==> src/rtl/serial_rx_sequencer.sv <==
`default_nettype none
// ============================================================================
// Module      : serial_rx_sequencer
// Description : UART-style receive controller. It drives shift/load strobes
//               into an external serial-to-parallel shifter and provides a
//               valid/ready handshake with framing-error and overrun flags.
// Revision    : 1.0 - initial release
// ============================================================================
module serial_rx_sequencer #(
    parameter int CLKS_PER_BIT = 16,
    parameter int DATA_BITS    = 8
) (
    input  logic clk,
    input  logic reset,
    input  logic serin,
    output logic shift_en,
    output logic shift_bit,
    output logic load,
    output logic rx_valid,
    input  logic rx_ready,
    output logic busy,
    output logic frame_err,
    output logic overrun
);

    localparam int c_BAUD_W = $clog2(CLKS_PER_BIT);
    localparam int c_BIT_W  = $clog2(DATA_BITS + 1);

    localparam logic [c_BAUD_W-1:0] c_BAUD_HALF = c_BAUD_W'(CLKS_PER_BIT / 2 - 1);
    localparam logic [c_BAUD_W-1:0] c_BAUD_LAST = c_BAUD_W'(CLKS_PER_BIT - 1);
    localparam logic [c_BIT_W-1:0]  c_BIT_LAST  = c_BIT_W'(DATA_BITS - 1);

    localparam logic [2:0] c_ST_IDLE  = 3'd0;
    localparam logic [2:0] c_ST_START = 3'd1;
    localparam logic [2:0] c_ST_DATA  = 3'd2;
    localparam logic [2:0] c_ST_STOP  = 3'd3;
    localparam logic [2:0] c_ST_BREAK = 3'd4;

    logic                r_sync1;
    logic                r_serin_s;
    logic [2:0]          r_state;
    logic [c_BAUD_W-1:0] r_baud;
    logic [c_BIT_W-1:0]  r_bits;
    logic                r_shift_en;
    logic                r_shift_bit;
    logic                r_load;
    logic                r_rx_valid;
    logic                r_busy;
    logic                r_frame_err;
    logic                r_overrun;

    logic [2:0]          w_state_nxt;
    logic [c_BAUD_W-1:0] w_baud_nxt;
    logic [c_BIT_W-1:0]  w_bits_nxt;
    logic                w_shift_en_nxt;
    logic                w_shift_bit_nxt;
    logic                w_load_nxt;
    logic                w_rx_valid_nxt;
    logic                w_frame_err_nxt;
    logic                w_overrun_nxt;

    always_ff @(posedge clk) begin
        if (reset) begin
            r_sync1     <= 1'b1;
            r_serin_s   <= 1'b1;
            r_state     <= c_ST_IDLE;
            r_baud      <= '0;
            r_bits      <= '0;
            r_shift_en  <= 1'b0;
            r_shift_bit <= 1'b0;
            r_load      <= 1'b0;
            r_rx_valid  <= 1'b0;
            r_busy      <= 1'b0;
            r_frame_err <= 1'b0;
            r_overrun   <= 1'b0;
        end else begin
            r_sync1     <= serin;
            r_serin_s   <= r_sync1;
            r_state     <= w_state_nxt;
            r_baud      <= w_baud_nxt;
            r_bits      <= w_bits_nxt;
            r_shift_en  <= w_shift_en_nxt;
            r_shift_bit <= w_shift_bit_nxt;
            r_load      <= w_load_nxt;
            r_rx_valid  <= w_rx_valid_nxt;
            r_busy      <= (w_state_nxt != c_ST_IDLE);
            r_frame_err <= w_frame_err_nxt;
            r_overrun   <= w_overrun_nxt;
        end
    end

    always_comb begin
        w_state_nxt     = r_state;
        w_baud_nxt      = r_baud + c_BAUD_W'(1);
        w_bits_nxt      = r_bits;
        w_shift_en_nxt  = 1'b0;
        w_shift_bit_nxt = r_shift_bit;
        w_load_nxt      = 1'b0;
        w_rx_valid_nxt  = r_rx_valid & ~rx_ready;
        w_frame_err_nxt = 1'b0;
        w_overrun_nxt   = 1'b0;

        case (r_state)
            c_ST_IDLE: begin
                w_baud_nxt = '0;
                if (!r_serin_s) w_state_nxt = c_ST_START;
            end
            c_ST_START: begin
                // A line that is high again at mid start bit was a glitch.
                if (r_baud == c_BAUD_HALF)
                    w_state_nxt = r_serin_s ? c_ST_IDLE : c_ST_DATA;
            end
            c_ST_DATA: begin
                if (r_baud == c_BAUD_LAST) begin
                    w_baud_nxt      = '0;
                    w_shift_en_nxt  = 1'b1;
                    w_shift_bit_nxt = r_serin_s;
                    w_bits_nxt      = r_bits + c_BIT_W'(1);
                    if (r_bits == c_BIT_LAST) w_state_nxt = c_ST_STOP;
                end
            end
            c_ST_STOP: begin
                if (r_baud == c_BAUD_LAST) begin
                    if (r_serin_s) begin
                        w_state_nxt = c_ST_IDLE;
                        // A word accepted in this very cycle frees the register.
                        if (!r_rx_valid || rx_ready) begin
                            w_load_nxt     = 1'b1;
                            w_rx_valid_nxt = 1'b1;
                        end else begin
                            w_overrun_nxt  = 1'b1;
                        end
                    end else begin
                        w_frame_err_nxt = 1'b1;
                        w_state_nxt     = c_ST_BREAK;
                    end
                end
            end
            c_ST_BREAK: begin
                w_baud_nxt = '0;
                if (r_serin_s) w_state_nxt = c_ST_IDLE;
            end
            default: begin
                w_state_nxt = c_ST_IDLE;
            end
        endcase

        if (w_state_nxt != r_state) begin
            w_baud_nxt = '0;
            w_bits_nxt = '0;
        end
    end

    assign shift_en  = r_shift_en;
    assign shift_bit = r_shift_bit;
    assign load      = r_load;
    assign rx_valid  = r_rx_valid;
    assign busy      = r_busy;
    assign frame_err = r_frame_err;
    assign overrun   = r_overrun;

endmodule
`default_nettype wire

==> config.mk <==
export PLATFORM = sky130hd
export DESIGN_NAME = serial_rx_sequencer
export DESIGN_NICKNAME = d
export VERILOG_FILES = /design/src/rtl/serial_rx_sequencer.sv
export SDC_FILE = /design/constraint.sdc
export NUM_CORES = 1
export LEC_CHECK = 0
export BUFFER_PORTS_ARGS = -buffer_cell sky130_fd_sc_hd__buf_4
export CAP_MARGIN = 20
export CORE_MARGIN = 5
export CORE_UTILIZATION = 53
export CTS_CLUSTER_DIAMETER = 60
export DETAILED_ROUTE_END_ITERATION = 10
export PLACE_DENSITY = 0.78
export SLEW_MARGIN = 40
export SYNTH_ARGS = -nofsm -noshare
export SYNTH_HDL_FRONTEND = slang
export SYNTH_SLANG_ARGS = --single-unit
==> constraint.sdc <==
create_clock -name clk -period 2.36 [get_ports clk]
set_clock_uncertainty 0.1 [all_clocks]
set_input_delay 0.472 -clock clk [delete_from_list [all_inputs] [get_ports clk]]
set_output_delay 0.472 -clock clk [all_outputs]
set_load 0.02 [all_outputs]
==> impl_metrics.json <==
{
  "status": "completed",
  "drv_slew": 0,
  "gr-usage-met2_pct": 20.60,
  "pin_count": 11,
  "leakagePower_nw": 0.3865,
  "timing.fmax_mhz": 572.5,
  "p_sw_uw": 113.5,
  "finalWorstSetupSlack_ns": 0.6133,
  "grt_pass1_wl_mm": 2.387,
  "start_kind": "flip-flop",
  "p_int_uw": 446.4,
  "power_frac_seq_pct": 61.7,
  "diodes": 0,
  "rsz0062_at_grt": "no",
  "combPwrFrac_pct": 4.4,
  "die_h_um": 49.41,
  "fin_crit_ns": 1.747,
  "cts_tree": "done",
  "dr.pass1.iters": 4,
  "top_usage_layer": "met2",
  "cts_buffer_depth": 2,
  "final_hold_viol_count": 0,
  "power_density_nw_per_um2": 599.1,
  "ant_nets": 0,
  "initial_utilization_pct": 55.29,
  "setup_viol": 0,
  "dpl.cell_count": 109,
  "cts_setup_buffers": 0,
  "holdBufCountCts": 0,
  "antenna_found_initial": 0,
  "timing.rr.end": "r_baud[3]",
  "met1_usage_pct": 13.70,
  "async_reset_ff_share_pct": 0,
  "htreeDepth": 1,
  "gp_congestion": 0.7881,
  "p_sw_share_pct": 20.28,
  "use_met3_pct": 3.364,
  "syn-cell-area_um2": 823.3,
  "path_max_fanout": 8,
  "drtIter0Drc": 20,
  "num_vias": 637,
  "hold_end": "r_sync1",
  "stdcell_area_um2": 934.6,
  "die_w_um": 49.41,
  "r2r_cells": 5,
  "fin_crit_sh_pct": 74.01,
  "hold_class": "in2reg",
  "nFillCells": 134,
  "worstPathArrival_ns": 1.85,
  "clkPwrFrac_pct": 33.9,
  "dpl_worst_slack_ns": 0.6386,
  "multi_input_area_um2": 395.4,
  "r2r_start": "r_baud[0]",
  "drive_gt1_share_pct": 20.62,
  "yosysWarnings": 0,
  "syn-num-nets": 93,
  "hpwl_mm": 1.061,
  "cts_buffers": 3,
  "port_buffers": 10,
  "seqCellArea_um2": 400.4,
  "synth_seq_cells": 20,
  "worstHoldStart": "serin",
  "post_cts_resized": 0,
  "top_regs": "r_baud x4, r_bits x4, r_state x3",
  "synth_cell_types": 34,
  "routed_via_density": 5.637,
  "synth_area_per_cell_um2": 9.463,
  "finalNonFillerCells": 113,
  "area_growth_pct": 13.53,
  "insertion_delay_ns": 0.29,
  "cap_violations": 0,
  "route.detailed.drc": 0,
  "required_ns": 2.47,
  "path_clk_slew_ns": 0.11,
  "grt_pass1_vias": 580,
  "endpoint_kind": "flip-flop",
  "tightest_slew_ns": 0.3378,
  "track_usage_pct": 12.03,
  "reg2reg_slack_ns": 0.61,
  "drt-total-wl_mm": 1.419,
  "syn_inst": 87,
  "nNetsFinal": 104,
  "synthFlopType": "dfxtp_1",
  "grt_overflow": 0,
  "place_area_um2": 898.4,
  "dieArea_um2": 2441,
  "synth_edf_count": 0,
  "cts.sinks": 20,
  "coreArea_um2": 1489,
  "min_path_cells": 2,
  "relSlewSlack_pct": 77.40,
  "ir_worst_vdd_mv": 0.3154,
  "fin_hold_ws_ns": 0.2658,
  "worstSetupPathType": "reg2reg",
  "grt_max_degree": 13,
  "seq_area_frac_synth_pct": 48.63,
  "tns_ns": 0,
  "std_cell_rows": 14,
  "cts_root_buf": "clkbuf_4",
  "avgRoutedWirePerCell_um": 12.56
}
==> power groups by stage <==
stage	registers [mW]	clock network, mW	logic, mW
2_1_floorplan	0.352	0	0.0166
3_3_place_gp	0.353	0	0.0242
3_5_place_dp	0.353	0	0.0248
4_1_cts	0.346	0.195	0.0249
5_1_grt	0.346	0.215	0.0266
6_report	0.346	0.190	0.0245
==> layout by cell type, fill, tap and decap left out, drive strengths merged, types with 2 or more instances in the layout <==
cell and instances:
dfxtp 20, o21ai 2, or3 2, xor2 4, nor2 10, nor4 2, inv 2, nand3 5
xnor2 2, and3 2, or2 2, ha 2, buf 10, nor2b 2, clkbuf 4, nand2 8
a21oi 3, nor3 3
==> final cells by class <==
class / instances / area share (%)
clock buffer: 4 / 3.882
inverter: 2 / 0.8032
multi-input combinational: 61 / 42.30
sequential: 20 / 42.84
tap: 16 / 2.142
timing repair buffer: 10 / 8.032
==> logic make-up after synthesis <==
family | share of synthesized area [%]
simple gates | 27.05
mux | 1.216
flops | 48.63
xor+xnor | 6.383
fa+ha+maj | 3.039
compound gates | 10.34
buf+inv | 3.344
==> layer usage <==
| metal | up-vias | part of all wire [%] |
|---|---|---|
| met4 | 0 | 1.8 |
| li1 | 322 | - |
| met3 | 4 | 4.2 |
| met1 | 301 | 45 |
| met2 | 10 | 49 |
| met5 | - | 0 |
==> how the worst max path moves through the flow <==
stage	slack (ns)	to	startpoint
final	0.61	r_baud[3]	r_baud[0]
after detailed placement	0.64	r_baud[3]	r_baud[0]
after CTS	0.59	r_baud[3]	r_baud[0]
after global routing	0.46	r_baud[3]	r_baud[0]
after global placement	0.69	busy	r_baud[0]
after floorplan	0.69	busy	r_baud[0]
==> worst max-delay path: stages, from the launching register on <==
cell and delay (ns):
dfxtp_1 0.34, ha_1 0.24, and3_1 0.22, a221oi_1 0.31
o21ai_2 0.18, nor4_1 0.26
==> through the flow <==
step | util (%) | total power [mW]
detailed placement | 60.34 | 0.3780
CTS | 62.77 | 0.5656
finish | 62.77 | 0.5600
global placement | 60.34 | 0.3774
floorplan | - | 0.3688
global route | 62.77 | 0.5876
==> synthesized netlist by cell type, drive strengths merged (3+ instances only) <==
master | instances | area [um2]
dfxtp | 20 | 400.4
a21oi | 3 | 18.77
nand3 | 5 | 25.02
nor2 | 10 | 37.54
xor2 | 4 | 35.03
nor3 | 3 | 15.01
nand2 | 8 | 32.54
Power figures use the tool's default switching activity.
